**src/rtl/i2c_pkg.sv**
```systemverilog
`default_nettype none
// ============================================================================
//  Module   : i2c_pkg
//  Purpose  : Shared constants and types for the I2C slave receive path.
//             Holds the receiver FSM state encoding, the byte/address widths
//             and the SDA drive levels used in the acknowledge slot.
//  Revision : 1.0 - initial release
// ============================================================================
package i2c_pkg;

    localparam int I2C_BYTE_W = 8;
    localparam int I2C_ADDR_W = 7;

    // R/W bit value for a master write (the only direction this slave accepts)
    localparam logic I2C_WRITE = 1'b0;

    // Open-drain enable values for the acknowledge slot:
    // 1 pulls SDA low (ACK), 0 leaves the line released (NACK).
    localparam logic SDA_OE_ACK  = 1'b1;
    localparam logic SDA_OE_NACK = 1'b0;

    // Receiver FSM state encoding
    typedef enum logic [2:0] {
        ST_IDLE     = 3'd0,
        ST_ADDR     = 3'd1,
        ST_ADDR_ACK = 3'd2,
        ST_DATA     = 3'd3,
        ST_DATA_ACK = 3'd4,
        ST_IGNORE   = 3'd5
    } i2c_state_e;

endpackage : i2c_pkg
`default_nettype wire

```
**src/rtl/i2c_sync_edge.sv**
```systemverilog
`default_nettype none
// ============================================================================
//  Module   : i2c_sync_edge
//  Purpose  : Brings one asynchronous bus line into the clk domain through a
//             SYNC_STAGES-deep flop chain, keeps one history flop, and
//             derives single-cycle rise/fall pulses from the pair.
//  Ports    : clk, rst       - system clock, synchronous active-high reset
//             d_i            - raw asynchronous pad input
//             level_o        - synchronised line level
//             rise_o, fall_o - one-clk edge pulses on the synchronised level
//  Revision : 1.0 - initial release
// ============================================================================
module i2c_sync_edge #(
    parameter int SYNC_STAGES = 2   // minimum 2
) (
    input  logic clk,
    input  logic rst,
    input  logic d_i,
    output logic level_o,
    output logic rise_o,
    output logic fall_o
);

    logic [SYNC_STAGES-1:0] sync_q;
    logic                   hist_q;

    // All flops reset to 1 so an idle (pulled-up) bus produces no edge
    // when reset is released.
    always_ff @(posedge clk) begin
        if (rst) begin
            sync_q <= '1;
            hist_q <= 1'b1;
        end else begin
            sync_q <= {sync_q[SYNC_STAGES-2:0], d_i};
            hist_q <= sync_q[SYNC_STAGES-1];
        end
    end

    assign level_o = sync_q[SYNC_STAGES-1];
    assign rise_o  =  sync_q[SYNC_STAGES-1] & ~hist_q;
    assign fall_o  = ~sync_q[SYNC_STAGES-1] &  hist_q;

endmodule : i2c_sync_edge
`default_nettype wire

```
**src/rtl/i2c_rx_shifter.sv**
```systemverilog
`default_nettype none
// ============================================================================
//  Module   : i2c_rx_shifter
//  Purpose  : I2C slave-receiver front end. Oversamples SCL/SDA, detects
//             START/STOP, matches the 7-bit address (write direction only),
//             deserialises data bytes, drives ACK/NACK and pushes each byte
//             into the RX FIFO write port.
//  Ports    : clk, rst        - system clock (= FIFO wr_clk), sync reset
//             en              - block enable; 0 forces IDLE and releases SDA
//             own_addr        - 7-bit slave address
//             scl_i, sda_i    - raw asynchronous pad inputs
//             sda_oe          - 1 pulls SDA low (ACK)
//             wr_n, di, full  - FIFO write strobe (active low), data, full
//             busy            - addressed transaction in progress
//             ovf             - sticky: byte dropped because FIFO was full
//             stop_det        - one-clk pulse on STOP
//  Revision : 1.0 - initial release
// ============================================================================
module i2c_rx_shifter
    import i2c_pkg::*;
#(
    parameter int SYNC_STAGES = 2,
    parameter int DATA_WIDTH  = 8
) (
    input  logic                  clk,
    input  logic                  rst,
    input  logic                  en,
    input  logic [I2C_ADDR_W-1:0] own_addr,
    input  logic                  scl_i,
    input  logic                  sda_i,
    output logic                  sda_oe,
    output logic                  wr_n,
    output logic [DATA_WIDTH-1:0] di,
    input  logic                  full,
    output logic                  busy,
    output logic                  ovf,
    output logic                  stop_det
);

    localparam logic [3:0] LAST_BIT = 4'd7;

    // ------------------------------------------------------------------
    // Input conditioning
    // ------------------------------------------------------------------
    logic scl_lvl, scl_rise, scl_fall;
    logic sda_lvl, sda_rise, sda_fall;

    i2c_sync_edge #(.SYNC_STAGES(SYNC_STAGES)) u_sync_scl (
        .clk     (clk),
        .rst     (rst),
        .d_i     (scl_i),
        .level_o (scl_lvl),
        .rise_o  (scl_rise),
        .fall_o  (scl_fall)
    );

    i2c_sync_edge #(.SYNC_STAGES(SYNC_STAGES)) u_sync_sda (
        .clk     (clk),
        .rst     (rst),
        .d_i     (sda_i),
        .level_o (sda_lvl),
        .rise_o  (sda_rise),
        .fall_o  (sda_fall)
    );

    // SDA may only change while SCL is low; a change while SCL is high is
    // a bus condition rather than data.
    logic bus_start, bus_stop;
    assign bus_start = sda_fall & scl_lvl;
    assign bus_stop  = sda_rise & scl_lvl;

    // ------------------------------------------------------------------
    // Receiver FSM
    // ------------------------------------------------------------------
    i2c_state_e            state_q;
    logic [3:0]            bit_cnt_q;
    logic [I2C_BYTE_W-1:0] shreg_q;
    logic [I2C_BYTE_W-1:0] shreg_d;
    logic                  ack_phase_q;  // 0: waiting to open ACK slot, 1: waiting to close it
    logic                  ack_ok_q;     // last data byte was accepted
    logic                  sda_oe_q;
    logic                  wr_n_q;
    logic [DATA_WIDTH-1:0] di_q;
    logic                  ovf_q;
    logic                  stop_det_q;
    logic                  addr_hit;

    // Shift register value after the current SCL rise (MSB first)
    assign shreg_d  = {shreg_q[I2C_BYTE_W-2:0], sda_lvl};
    assign addr_hit = (shreg_d[I2C_BYTE_W-1:1] == own_addr) && (shreg_d[0] == I2C_WRITE);

    always_ff @(posedge clk) begin
        if (rst) begin
            state_q     <= ST_IDLE;
            bit_cnt_q   <= '0;
            shreg_q     <= '0;
            ack_phase_q <= 1'b0;
            ack_ok_q    <= 1'b0;
            sda_oe_q    <= 1'b0;
            wr_n_q      <= 1'b1;
            di_q        <= '0;
            ovf_q       <= 1'b0;
            stop_det_q  <= 1'b0;
        end else begin
            // Strobes default inactive so each lasts exactly one clk
            wr_n_q     <= 1'b1;
            stop_det_q <= 1'b0;

            if (!en) begin
                state_q     <= ST_IDLE;
                bit_cnt_q   <= '0;
                ack_phase_q <= 1'b0;
                sda_oe_q    <= 1'b0;
            end else if (bus_start) begin
                // Covers repeated START; any partial byte is abandoned
                state_q     <= ST_ADDR;
                bit_cnt_q   <= '0;
                ack_phase_q <= 1'b0;
                sda_oe_q    <= 1'b0;
                ovf_q       <= 1'b0;
            end else if (bus_stop) begin
                state_q     <= ST_IDLE;
                bit_cnt_q   <= '0;
                ack_phase_q <= 1'b0;
                sda_oe_q    <= 1'b0;
                stop_det_q  <= 1'b1;
            end else begin
                case (state_q)
                    ST_ADDR: begin
                        if (scl_rise) begin
                            shreg_q   <= shreg_d;
                            bit_cnt_q <= bit_cnt_q + 4'd1;
                            if (bit_cnt_q == LAST_BIT) begin
                                state_q <= addr_hit ? ST_ADDR_ACK : ST_IGNORE;
                            end
                        end
                    end

                    ST_ADDR_ACK: begin
                        if (scl_fall) begin
                            if (!ack_phase_q) begin
                                sda_oe_q    <= SDA_OE_ACK;
                                ack_phase_q <= 1'b1;
                            end else begin
                                sda_oe_q    <= 1'b0;
                                ack_phase_q <= 1'b0;
                                bit_cnt_q   <= '0;
                                state_q     <= ST_DATA;
                            end
                        end
                    end

                    ST_DATA: begin
                        if (scl_rise) begin
                            shreg_q   <= shreg_d;
                            bit_cnt_q <= bit_cnt_q + 4'd1;
                            if (bit_cnt_q == LAST_BIT) begin
                                di_q <= shreg_d;
                                // full is only looked at here, in the write clk
                                if (!full) begin
                                    wr_n_q   <= 1'b0;
                                    ack_ok_q <= 1'b1;
                                end else begin
                                    ovf_q    <= 1'b1;
                                    ack_ok_q <= 1'b0;
                                end
                                state_q <= ST_DATA_ACK;
                            end
                        end
                    end

                    ST_DATA_ACK: begin
                        if (scl_fall) begin
                            if (!ack_phase_q) begin
                                sda_oe_q    <= ack_ok_q ? SDA_OE_ACK : SDA_OE_NACK;
                                ack_phase_q <= 1'b1;
                            end else begin
                                sda_oe_q    <= 1'b0;
                                ack_phase_q <= 1'b0;
                                bit_cnt_q   <= '0;
                                state_q     <= ack_ok_q ? ST_DATA : ST_IGNORE;
                            end
                        end
                    end

                    ST_IGNORE: begin
                        sda_oe_q <= 1'b0;
                    end

                    default: begin
                        state_q  <= ST_IDLE;
                        sda_oe_q <= 1'b0;
                    end
                endcase
            end
        end
    end

    assign sda_oe   = sda_oe_q;
    assign wr_n     = wr_n_q;
    assign di       = di_q;
    assign ovf      = ovf_q;
    assign stop_det = stop_det_q;
    assign busy     = (state_q == ST_ADDR_ACK) || (state_q == ST_DATA) || (state_q == ST_DATA_ACK);

endmodule : i2c_rx_shifter
`default_nettype wire
```
**config.mk**
```make
export PLATFORM = sky130hd
export DESIGN_NAME = i2c_rx_shifter
export DESIGN_NICKNAME = d
export VERILOG_FILES = /design/src/rtl/i2c_pkg.sv /design/src/rtl/i2c_sync_edge.sv /design/src/rtl/i2c_rx_shifter.sv
export SDC_FILE = /design/constraint.sdc
export NUM_CORES = 1
export LEC_CHECK = 0
export ABC_CLOCK_PERIOD_IN_PS = 2100
export CAP_MARGIN = 20
export CORE_MARGIN = 10
export CORE_UTILIZATION = 35
export CTS_BUF_LIST = sky130_fd_sc_hd__clkbuf_4
export CTS_CLUSTER_SIZE = 10
export DETAILED_ROUTE_END_ITERATION = 8
export PLACE_DENSITY = 0.68
export SYNTH_ARGS = -nofsm -noshare
export SYNTH_HDL_FRONTEND = slang
export SYNTH_SLANG_ARGS = --single-unit
export TNS_END_PERCENT = 30
```
**constraint.sdc**
```tcl
create_clock -name clk -period 2.1 [get_ports clk]
set_clock_uncertainty 0.15 [all_clocks]
set_input_delay 0.21 -clock clk [delete_from_list [all_inputs] [get_ports clk]]
set_output_delay 0.21 -clock clk [all_outputs]
set_load 0.02 [all_outputs]
```
==> flow_summary_export.csv <==
group,metric,value,unit
grt,grt_usage,8.958,%
pwr,power_frac_comb,6.0,%
setup_path,r2r_end,"di[1]",
detailed_routing,antenna_left,0,
layout,final_cells,249,
placement,dp.final_hpwl,2.322,mm
synth,synth_cell_type_count,41,
die,fp.coreArea,4294,um^2
synth,synth_cells,164,
detailed_routing,vias_per_cell,4.928,
setup_path,r2r-start,"u_sync_sda.sync_q[1]",
pwr,irDropWorstVdd,0.0003395,V
clock_network,clk_latency,330,ps
clock_network,clock-sinks,34,
min_path,hold_start,"u_sync_scl.sync_q[0]",
synth,syn_area,1535,um^2
detailed_routing,drc,0,
clock_network,clk_transition_reported_paths,110,ps
timing,fmax,0.5392,GHz
setup_path,crit_path_max_incr_delay,470,ps
setup_path,cpLargestDelayFamily,"flip-flops",
die,rows,24,
placement,port-buffer-count,25,
setup_path,crit_required,1740,ps
grt,antenna_found_initial,0,
outcome,status,"completed",
run,max_cap_viol_count,0,
setup_path,arrival,1490,ps
timing,hold_violations,0,
layout,multiInputGateArea,797.0,um^2
detailed_routing,wl_per_cell,12.31,um
setup_path,path_cells,"nand2b_1 -> o21ai_1 -> dlygate4sd2_1",
grt,grt_pass1_wl,5.485,mm
grt,overflow,0,
clock_network,htreeDepth,2,
layout,fill_cells,410,
min_path,hp-class,"flop to flop",
layout,drive_gt1_share,11.68,%
synth,yosysWarnings,0,
pwr,power,1065,uW
synth,syn_nets,178,
timing,slew_viol_final,0,
detailed_routing,vias,1227,
layout,final_cell_mix,"dfxtp_1, nor2_1, clkdlybuf4s50_1",
clock_network,cts_tree,"yes",
synth,ys_ff_latch,34,
die,io_pins,26,
pwr,clkPwrFrac,32.5,%
clock_network,clk_path_buf_depth,2,
pwr,p_int,809.3,uW
setup_path,cp_num_buf_inv,1,
layout,ff_latch_area,681.9,um^2
die,dieHeight,86.23,um
grt,grt_max_degree,25,
setup_path,crit_fanout,8,
pwr,p_per_area,557.4,nW/um^2
placement,gp_congestion,0.7842,
min_path,worst_hold_path.endpoint,"u_sync_scl.sync_q[1]",
layout,final_common_cell,"dfxtp_1",
timing,finalSetupViolations,0,
min_path,hold_depth,1,
pwr,netSwitchingFraction,24.01,%
pwr,p_leak,0.0006506,uW
detailed_routing,firstDrtPassIters,4,
timing,period_share,88.32,%
layout,num-nets-final,210,
die,start_util,35.75,%
placement,placedCellCount,241,
synth,synth_edf_count,0,
setup_path,crit_path_end_kind,"output pin",
synth,synth-main-ff-cell,"dfxtp_1",
grt,grt_pass1_vias,1210,
timing,setup-tns-final,0,ps
setup_path,rrSetupSlack,330,ps
setup_path,crit_path_start_kind,"flop",
clock_network,cts_root_buffer,"clkbuf_4",
detailed_routing,dr.first_iter.drc_count,82,
setup_path,critPathSlowestCell,"dfxtp_1",
synth,ys_seq_area_share,44.34,%
timing,period_needed,1855,ps
clock_network,numCtsBuffers,5,
pwr,sequentialPowerShare,61.5,%
setup_path,critical_path_class,"flop to output pin",
setup_path,reg2regPathDepth,6,
clock_network,hold_buffers,0,
synth,syn_area_per_cell,9.361,um^2
detailed_routing,totalWireLength,3.065,mm
die,fp.dieArea,7436,um^2
pwr,power.switching,255.7,uW
die,die_w,86.23,um
synth,async_flop_share,0,%
timing,relSlewSlack,53.23,%
timing,rsz0062_at_grt,"false",
layout,syn_to_final_growth,24.45,%
timing,tightest_slew,700.1,ps
layout,diodes,0,
[power groups by stage]
stage               clock, uW  combinational, uW  sequential [uW]
CTS                       365               64.7              655
global placement            0               64.4              670
detailed placement          0               64.5              670
finish                    346               63.6              655
floorplan                   0               31.7              668
global route              390               69.9              657
[flip-flops by register name, indices dropped and copies added (netlist names), 2 cells and up]
| register | cells |
|---|---|
| di | 8 |
| shreg_q | 7 |
| bit_cnt_q | 4 |
| state_q | 3 |
| u_sync_scl.sync_q | 2 |
| u_sync_sda.sync_q | 2 |
[layer usage]
metal | up-vias | wire [um] | global-route usage (%)
li1 | 637 | - | -
met2 | 28 | 1433 | 14.00
met4 | 0 | 21 | 3.976
met3 | 4 | 200 | 3.846
met1 | 558 | 1411 | 10.42
met5 | - | 0 | 0
[per-stage QoR]
stage | hold slack (ps) | area (um^2) | setup slack, ps | util (%)
6_report | 264.6 | 1911 | 245.3 | 44.49
3_5_place_dp | 246.7 | 1857 | 185.7 | 43.24
3_3_place_gp | 241.4 | 1857 | 206.0 | 43.24
5_1_grt | 276.5 | 1911 | 136.9 | 44.49
2_1_floorplan | 152.4 | 1535 | 446.4 | -
4_1_cts | 258.9 | 1911 | 239.3 | 44.49
[worst max-delay path by stage]
stage          cells after the start  slack (ps)                 start         end
6_report                           3         250            state_q[2]        busy
5_1_grt                            3         140            state_q[2]        busy
4_1_cts                            3         240            state_q[2]        busy
3_5_place_dp                       6         190                    en       di[1]
3_3_place_gp                       6         210           own_addr[2]  state_q[1]
2_1_floorplan                      6         450  u_sync_sda.sync_q[1]       di[0]
[logic make-up (layout without fill, tap and decap cells)]
kind of cell    count (synthesis)  after routing  share of synthesized area [%]
simple gates                   64             64                          21.60
flops                          34             34                          44.34
compound gates                 28             28                          13.94
mux                            16             16                          10.43
buf+inv                        12             45                          3.749
xor+xnor                        9              9                          5.135
fa+ha+maj                       1              1                         0.8149
[cells in the mapped netlist, types with 3 or more instances]
master    count  share of area, %
nand2b_1      7               2.9
mux2i_1      16                10
nor2_1       26               6.4
dfxtp_1      34                44
nor3_1        3              0.98
nand3b_1      3               1.5
nand2_1       8               2.0
or2_2         4               1.6
a21oi_1       7               2.3
xor2_1        7               4.0
inv_1         7               1.7
a211oi_1      4               2.0
o21ai_1       3              0.98
[timing repair]
action / in CTS / in global routing
resized for setup: 2 / 0
endpoints found under the hold margin: 0 / 0
setup buffers: 0 / 0
setup endpoints to repair: 1 / 0
[final cells by class]
cell class                      instances  area share [%]
Clock buffer                            5           1.965
Clock inverter                          3          0.8513
Inverter                                7           1.375
Multi-Input combinational cell        118           41.72
Sequential cell                        34           35.69
Tap cell                               52           3.405
Timing Repair Buffer                   30           15.00
Note: power is estimated with default switching activity, not from simulation.
